<file path="config.mk">
export PLATFORM = sky130hd
export DESIGN_NAME = qram_matrix_loader
export DESIGN_NICKNAME = d
export VERILOG_FILES = /design/src/rtl/qram_matrix_loader_pkg.sv /design/src/rtl/qram_matrix_loader.sv
export SDC_FILE = /design/constraint.sdc
export NUM_CORES = 1
export LEC_CHECK = 0
export BUFFER_PORTS_ARGS = -buffer_cell sky130_fd_sc_hd__clkbuf_2
export CAP_MARGIN = 10
export CORE_UTILIZATION = 45
export CTS_CLUSTER_SIZE = 25
export DETAILED_ROUTE_END_ITERATION = 12
export PLACE_DENSITY_LB_ADDON = 0.1
export SLEW_MARGIN = 40
export SYNTH_ARGS = -nofsm -noshare
export SYNTH_HDL_FRONTEND = slang
export SYNTH_SLANG_ARGS = --single-unit
export TNS_END_PERCENT = 50
</file>
<file path="constraint.sdc">
create_clock -name clk -period 1.97 [get_ports clk]
set_input_delay 0.591 -clock clk [delete_from_list [all_inputs] [get_ports clk]]
set_output_delay 0.591 -clock clk [all_outputs]
set_load 0.01 [all_outputs]
</file>
<file path="src/rtl/qram_matrix_loader_pkg.sv">
// Shared constants and types for the complex matrix store write-side loader.
// Element width, matrix geometry, FSM encoding and write-enable masks live here.
package qram_matrix_loader_pkg;

  localparam int WORD_LEN   = 16;
  localparam int MATRIX_DIM = 4;
  localparam int ADDR_BITS  = 4;

  localparam int ELEM_COUNT = MATRIX_DIM * MATRIX_DIM;

  // Address of the final element of a load; reaching it ends the load
  localparam logic [ADDR_BITS-1:0] LAST_IDX = ADDR_BITS'(ELEM_COUNT - 1);

  typedef enum logic [1:0] {
    IDLE = 2'd0,
    LOAD = 2'd1,
    DONE = 2'd2
  } state_e;

  // we bit order: [0]=M1 real, [1]=M2 real, [2]=M1 imag, [3]=M2 imag
  localparam logic [3:0] WE_M1 = 4'b0101;
  localparam logic [3:0] WE_M2 = 4'b1010;

endpackage

</file>
<file path="src/rtl/qram_matrix_loader.sv">
// Streams one MATRIX_DIM x MATRIX_DIM complex matrix per start pulse into M1 or M2,
// row-major, with registered write enables, data and addresses (1-cycle write latency).
module qram_matrix_loader
  import qram_matrix_loader_pkg::*;
(
  input  logic                 clk,
  input  logic                 rst_n,
  input  logic                 start,
  input  logic                 mat_sel,
  input  logic                 in_valid,
  output logic                 in_ready,
  input  logic [WORD_LEN-1:0]  in_real,
  input  logic [WORD_LEN-1:0]  in_imag,
  input  logic                 in_last,
  output logic [3:0]           we,
  output logic [WORD_LEN-1:0]  data_m1_real,
  output logic [WORD_LEN-1:0]  data_m1_imag,
  output logic [WORD_LEN-1:0]  data_m2_real,
  output logic [WORD_LEN-1:0]  data_m2_imag,
  output logic [ADDR_BITS-1:0] Dir_M1,
  output logic [ADDR_BITS-1:0] Dir_M2,
  output logic                 busy,
  output logic                 done,
  output logic                 err
);

  state_e               state_q, state_d;
  logic [ADDR_BITS-1:0] count_q, count_d;
  logic                 sel_q, sel_d;
  logic [3:0]           we_q, we_d;
  logic [WORD_LEN-1:0]  m1_real_q, m1_real_d;
  logic [WORD_LEN-1:0]  m1_imag_q, m1_imag_d;
  logic [WORD_LEN-1:0]  m2_real_q, m2_real_d;
  logic [WORD_LEN-1:0]  m2_imag_q, m2_imag_d;
  logic [ADDR_BITS-1:0] dir_m1_q, dir_m1_d;
  logic [ADDR_BITS-1:0] dir_m2_q, dir_m2_d;
  logic                 err_q, err_d;

  logic accept;
  logic at_last;

  assign accept  = in_valid & in_ready;
  assign at_last = (count_q == LAST_IDX);

  always_ff @(posedge clk or negedge rst_n) begin
    if (!rst_n) begin
      state_q <= IDLE;
    end else begin
      state_q <= state_d;
    end
  end

  always_comb begin
    state_d = state_q;
    unique case (state_q)
      IDLE:    if (start) state_d = LOAD;
      LOAD:    if (accept && at_last) state_d = DONE;
      DONE:    state_d = IDLE;
      default: state_d = IDLE;
    endcase
  end

  always_comb begin
    in_ready = (state_q == LOAD);
    busy     = (state_q == LOAD);
    done     = (state_q == DONE);
  end

  // Load length is fixed by the counter; in_last only flags a mismatch, never ends a load
  always_comb begin
    count_d   = count_q;
    sel_d     = sel_q;
    we_d      = '0;
    err_d     = 1'b0;
    m1_real_d = m1_real_q;
    m1_imag_d = m1_imag_q;
    m2_real_d = m2_real_q;
    m2_imag_d = m2_imag_q;
    dir_m1_d  = dir_m1_q;
    dir_m2_d  = dir_m2_q;

    if (state_q == IDLE && start) begin
      sel_d = mat_sel;
    end

    if (state_q != LOAD) begin
      count_d = '0;
    end

    if (accept) begin
      count_d = at_last ? '0 : count_q + ADDR_BITS'(1);
      err_d   = in_last ^ at_last;
      if (sel_q) begin
        we_d      = WE_M2;
        m2_real_d = in_real;
        m2_imag_d = in_imag;
        dir_m2_d  = count_q;
      end else begin
        we_d      = WE_M1;
        m1_real_d = in_real;
        m1_imag_d = in_imag;
        dir_m1_d  = count_q;
      end
    end
  end

  always_ff @(posedge clk or negedge rst_n) begin
    if (!rst_n) begin
      count_q   <= '0;
      sel_q     <= 1'b0;
      we_q      <= '0;
      err_q     <= 1'b0;
      m1_real_q <= '0;
      m1_imag_q <= '0;
      m2_real_q <= '0;
      m2_imag_q <= '0;
      dir_m1_q  <= '0;
      dir_m2_q  <= '0;
    end else begin
      count_q   <= count_d;
      sel_q     <= sel_d;
      we_q      <= we_d;
      err_q     <= err_d;
      m1_real_q <= m1_real_d;
      m1_imag_q <= m1_imag_d;
      m2_real_q <= m2_real_d;
      m2_imag_q <= m2_imag_d;
      dir_m1_q  <= dir_m1_d;
      dir_m2_q  <= dir_m2_d;
    end
  end

  assign we           = we_q;
  assign err          = err_q;
  assign data_m1_real = m1_real_q;
  assign data_m1_imag = m1_imag_q;
  assign data_m2_real = m2_real_q;
  assign data_m2_imag = m2_imag_q;
  assign Dir_M1       = dir_m1_q;
  assign Dir_M2       = dir_m2_q;

endmodule
</file>
==> results by group, run 1 <==
Global routing
  • Total gr overflow: 0
  • Largest net degree at the start of global routing: 40
  • Vias in the first global route: 2,043
  • Initial antenna violation count: 0
  • Global Route Usage Sum: 17.95%
  • First-pass GRT wire length: 10.19 mm

Worst setup path
  • Cell family with most CP delay: flip-flops
  • Setup crit end kind: output port
  • CP max FO: 5
  • Startpoint types: flop
  • Crit-path cells: nand2b_2 > inv_2 > clkbuf_2
  • Crit path max-delay cell type: dfrtp_1
  • CP max stage delay: 420 ps
  • Reg2reg path depth: 5
  • Worst reg-to-reg setup slack: 450 ps
  • Crit Reg-Reg Startpoint: state_q[1]
  • Setup Crit Path Kind: reg -> out
  • Worst EP arrival: 1250 ps
  • R2r endpoint: data_m2_real[5]
  • Number of buffers and inverters on the critical path: 2
  • Worst Path Required: 1380 ps

Placed design
  • Placed cell area: 0.004001 mm2
  • GPL Wtd Cong: 0.7745
  • DP HPWL: 4.555 mm
  • Port Buffer Count: 117

Clock tree
  • # clock sinks: 82
  • H-tree depth: 3
  • Cts repair resizes: 0
  • Reg clk slew, reported paths: 80 ps
  • CTS tree: yes
  • Setup Buffers After CTS: 0
  • Worst skew pair latency: 340 ps
  • Clock Path Buffers: 2
  • Hold buffers post-CTS: 0
  • Clk root buf: clkbuf_8
  • CTS buffer count: 9

Logic synthesis
  • Syn avg cell area: 16.70 um2
  • Syn Inst Count: 196
  • Sequential share of the synthesized area: 62.69%
  • Syn_nets: 235
  • Synth area leaders: dfrtp_1, mux2_2, mux2_4
  • Mux cell area share after synthesis: 28.75%
  • Synth Area in Compound Gates: 0.8028%
  • Main combinational cell family by area after synthesis: multiplexers
  • Post-synthesis simple-gate area fraction: 3.708%
  • Post-Synth XOR/XNOR Area: 0.5352%
  • Area share of fa/ha/maj cells after synthesis: 0.3823%
  • Synth Warn #: 0
  • Yosys top cell area share: 62.69%
  • #FFs+latches synth: 82
  • Syn Std Cell Area: 0.003273 mm2
  • Yosys top cell by area: dfrtp_1
  • Yosys cell types: 26

Cells and area
  • Antenna Cells: 0
  • Final #Nets: 360
  • Final instance area: 0.004153 mm2
  • Layout cells sized above 1: 65.85%
  • Layout area overhead: 26.87%

Floorplanning
  • Starting Density: 47.39%
  • Die Y: 87.29 um
  • I/O Pins: 118
  • Rows: 30
  • Die area: 0.007619 mm2
  • Core Region: 0.006907 mm2
  • Die Wd: 87.29 um

Pwr
  • Pwr Total: 6.947 mW
  • Static leakage: 2.126 nW
  • Pwr/cell area: 1673 mW/mm2
  • Peak supply drop: 0.8001 mV

Routing
  • Residual DRC: 0
  • Remaining antenna violation count: 0
  • Vias: 2,015
  • Initial DRC count: 56
  • Via/cell ratio: 4.786
  • Final WL: 6.278 mm
  • Initial DRT Pass Iterations: 2
  • DR WL/cell: 14.91 um

STA
  • Final Skew: 9.171 ps
  • RSZ-0062 raised after global routing: no
  • Setup TNS: 0 ps
  • Final Hold Fails: 0
  • Fmax: 0.5422 GHz
  • Final period util: 93.61%
  • Slew HR: 75.34%
  • Worst-margin pin slew: 369.8 ps
  • Endpoints failing setup: 0
  • Slew Limit Fails: 0
  • Tmin final: 1844 ps

Worst hold path
  • Hold WC Path Type: in -> async

Run status
  • Status: completed

Run
  • Max_cap viols: 0
-- cells by family after synthesis --
kind of cell / count (synthesis)
AOI/OAI and AO/OA: 5
xor gates and xnor gates: 2
adders and majority gates: 1
buffers and inverters: 12
DFF: 82
muxes: 74
and+or+nand+nor: 20
-- final cells by class --
class / instances / area, um2
Clock buffer: 11 / 131.4
Clock inverter: 4 / 20.02
Fill cell: 606 / 2754
Inverter: 2 / 7.507
Multi-Input combinational cell: 102 / 1119
Sequential cell: 82 / 2052
Tap cell: 96 / 120.1
Timing Repair Buffer: 124 / 703.2
-- Yosys cell counts --
cell type,instances
ha_1,1
buf_4,3
nand3b_2,1
mux2_2,43
nor2b_1,1
xor2_1,2
nand2_1,5
o22ai_1,1
mux2_4,29
inv_2,1
o21ai_0,1
or3_1,1
buf_2,1
mux2_1,1
nand2b_2,1
nand3_1,1
nand2b_1,1
a21oi_1,3
nor2_1,6
dfrtp_1,82
nor2_4,1
mux2i_1,1
inv_1,1
buf_6,6
nand3b_1,1
nand3_4,1
-- registers in the layout, summed over array words and instances (netlist names) --
signal,count
Dir_M1,4
state_q,2
data_m2_imag,16
data_m2_real,16
data_m1_real,16
count_q,4
sel_q,1
data_m1_imag,16
Dir_M2,4
err,1
we,2
-- worst max path at each step --
stage / slack [ps] / end / depth (start not counted) / startpoint
floorplan: 220 / data_m1_imag[13] / 5 / in_valid
global placement: 340 / data_m1_imag[6] / 5 / in_valid
detailed placement: 310 / data_m1_real[13] / 5 / in_valid
CTS: 90 / in_ready / 3 / state_q[1]
global route: 30 / in_ready / 3 / state_q[1]
finish: 130 / busy / 3 / state_q[1]
-- placed cells by master, fill, tap and decap left out, drive strengths merged, types with 3 or more instances in the layout --
cell    netlist  final
a21oi         3      3
buf          10      8
clkbuf        0    127
clkinv        0      4
dfrtp        82     82
mux2         73     73
nand2         5      5
nor2          7      7
-- metal layers --
metal / share of wire [%] / vias to the layer above / wire (um) / global-route usage, %
met2: 49 / 70 / 3065 / 28.41
met3: 7.1 / 9 / 447 / 7.014
met1: 43 / 1006 / 2707 / 22.61
met4: 0.91 / 0 / 57 / 5.812
met5: 0 / - / 0 / 0
li1: - / 930 / - / -
-- metrics by stage --
step,util [%],setup slack (ps),instances,hold WS (ps)
after floorplan,-,216.8,196,295.4
after global placement,57.93,336.7,406,467.8
after detailed placement,57.93,306.6,406,480.1
after global routing,60.13,28.51,421,162.0
after CTS,60.13,94.45,421,149.5
final,60.13,125.8,421,159.4
-- report_power, final --
group          total (mW)  internal (mW)  switching [mW]
sequential           3.02           2.52           0.499
clock               0.990          0.443           0.547
combinational        2.94           1.66            1.28
Power figures use the tool's default switching activity.
==> run 2, diff against run 1 <==
CORE_UTILIZATION = 49   (was 45)
REMOVE_ABC_BUFFERS = 1   (was default)
==> run 2 against run 1 <==
Net effect: design area increased by 1.9%; maximum frequency increased by 0.11%; via count decreased by 0.84%; largest cell class unchanged; largest power group unchanged.
==> results by group, run 2 (synthesis gave the netlist of run 1 again) <==
Run status
  • Status: completed

STA
  • Worst-margin pin slew: 495.7 ps
  • Setup TNS: 0 ps
  • Final Hold Fails: 0
  • RSZ-0062 raised after global routing: no
  • Final period util: 93.51%
  • Slew HR: 66.96%
  • Tmin final: 1842 ps
  • Fmax: 0.5429 GHz
  • Final Skew: 4.748 ps
  • Endpoints failing setup: 0
  • Slew Limit Fails: 0

Global routing
  • Total gr overflow: 0
  • Vias in the first global route: 2,102
  • Largest net degree at the start of global routing: 39
  • Initial antenna violation count: 0
  • Global Route Usage Sum: 19.16%
  • First-pass GRT wire length: 10.45 mm

Routing
  • Vias: 1,998
  • Initial DRC count: 32
  • DR WL/cell: 15.10 um
  • Final WL: 6.084 mm
  • Remaining antenna violation count: 0
  • Initial DRT Pass Iterations: 4
  • Via/cell ratio: 4.958
  • Residual DRC: 0

Clock tree
  • CTS buffer count: 9
  • Clock Path Buffers: 2
  • Cts repair resizes: 0
  • # clock sinks: 82
  • H-tree depth: 3
  • Setup Buffers After CTS: 0
  • Reg clk slew, reported paths: 80 ps
  • Worst skew pair latency: 330 ps
  • Hold buffers post-CTS: 0
  • Clk root buf: clkbuf_8
  • CTS tree: yes

Worst setup path
  • Reg2reg path depth: 5
  • Crit path max-delay cell type: dfrtp_1
  • R2r endpoint: data_m2_real[13]
  • CP max FO: 5
  • Crit Reg-Reg Startpoint: state_q[1]
  • Worst Path Required: 1380 ps
  • Worst reg-to-reg setup slack: 310 ps
  • CP max stage delay: 420 ps
  • Startpoint types: flop
  • Crit-path cells: nand2b_2 > inv_2 > clkbuf_2
  • Setup crit end kind: output port
  • Worst EP arrival: 1250 ps
  • Setup Crit Path Kind: reg -> out

Cells and area
  • Antenna Cells: 0
  • Layout cells sized above 1: 66.26%
  • Commonest non-fill, non-tap cells in the layout: clkbuf_2, dfrtp_1, mux2_2
  • Final #Nets: 360
  • Post-Route Utilization: 66.26%
  • Most common cell after layout, fill and taps aside: clkbuf_2
  • Layout area overhead: 29.28%

Placed design
  • GPL Wtd Cong: 0.7312
  • DP HPWL: 4.445 mm
  • Port Buffer Count: 117

Floorplanning
  • Rows: 29
  • Die Wd: 83.73 um
  • Core Region: 0.006386 mm2
  • Die Y: 83.73 um
  • I/O Pins: 118
  • Starting Density: 51.25%
  • Die area: 0.007011 mm2

Pwr
  • Static leakage: 2.173 nW
  • Peak supply drop: 0.9902 mV
  • Pwr/cell area: 1768 mW/mm2

Worst hold path
  • Hold WC Path Type: in -> async

Run
  • Max_cap viols: 0
-- run 2: cell count changes in the layout (fill, tap and decap cells not counted) --
cell	change
buf_12	-1
buf_4	+1
bufinv_16	+4
clkbuf_1	-1
clkbuf_8	+1
clkinv_2	-3
-- run 2: how the worst max path moves through the flow --
stage                     from               to  slack [ps]  depth (start not counted)
finish              state_q[1]         in_ready         130                          3
global route        state_q[1]         in_ready          70                          3
CTS                 state_q[1]         in_ready         110                          3
global placement      in_valid  data_m1_real[4]         250                          5
floorplan             in_valid  data_m1_imag[0]         170                          3
detailed placement    in_valid  data_m1_imag[5]         220                          5
-- run 2: worst max-delay path, delay by kind of cell (launching register included) --
kind / cells / cell delay [ps]
buf+inv: 2 / 260
simple gates: 1 / 250
flops: 1 / 420
-- run 2: cell type report --
| type | instances | area [um2] |
|---|---|---|
| repair buffers | 124 | 690.7 |
| clock inverters | 5 | 125.1 |
| clock buffers | 11 | 141.4 |
| fillers | 501 | 2155 |
| inverters | 2 | 7.507 |
| well taps | 77 | 96.34 |
| flip-flops and latches | 82 | 2052 |
| multi-input cells | 102 | 1119 |
-- run 2: per-layer routing --
| metal | track usage [%] | part of all wire, % | vias to the layer above |
|---|---|---|---|
| met4 | 4.622 | 0.67 | 0 |
| li1 | - | - | 930 |
| met2 | 30.16 | 48 | 69 |
| met3 | 6.726 | 6.5 | 5 |
| met5 | 0 | 0 | - |
| met1 | 25.66 | 44 | 994 |
-- run 2: report_power, final --
part / internal, mW / switching (mW) / total [mW]
logic: 1.64 / 1.26 / 2.91
registers: 2.52 / 0.496 / 3.01
clock network: 1.00 / 0.560 / 1.56
-- run 2: through the flow --
step	instance area, um2	total power, mW	worst slack (ps)	instances	hold slack [ps]
final	4232	7.482	127.9	403	219.1
after floorplan	3178	4.739	171.0	186	295.4
after global placement	3965	5.919	249.7	387	471.5
after global routing	4232	7.934	65.43	403	237.8
after detailed placement	3965	6.001	221.3	387	479.9
after CTS	4232	7.594	114.3	403	215.3
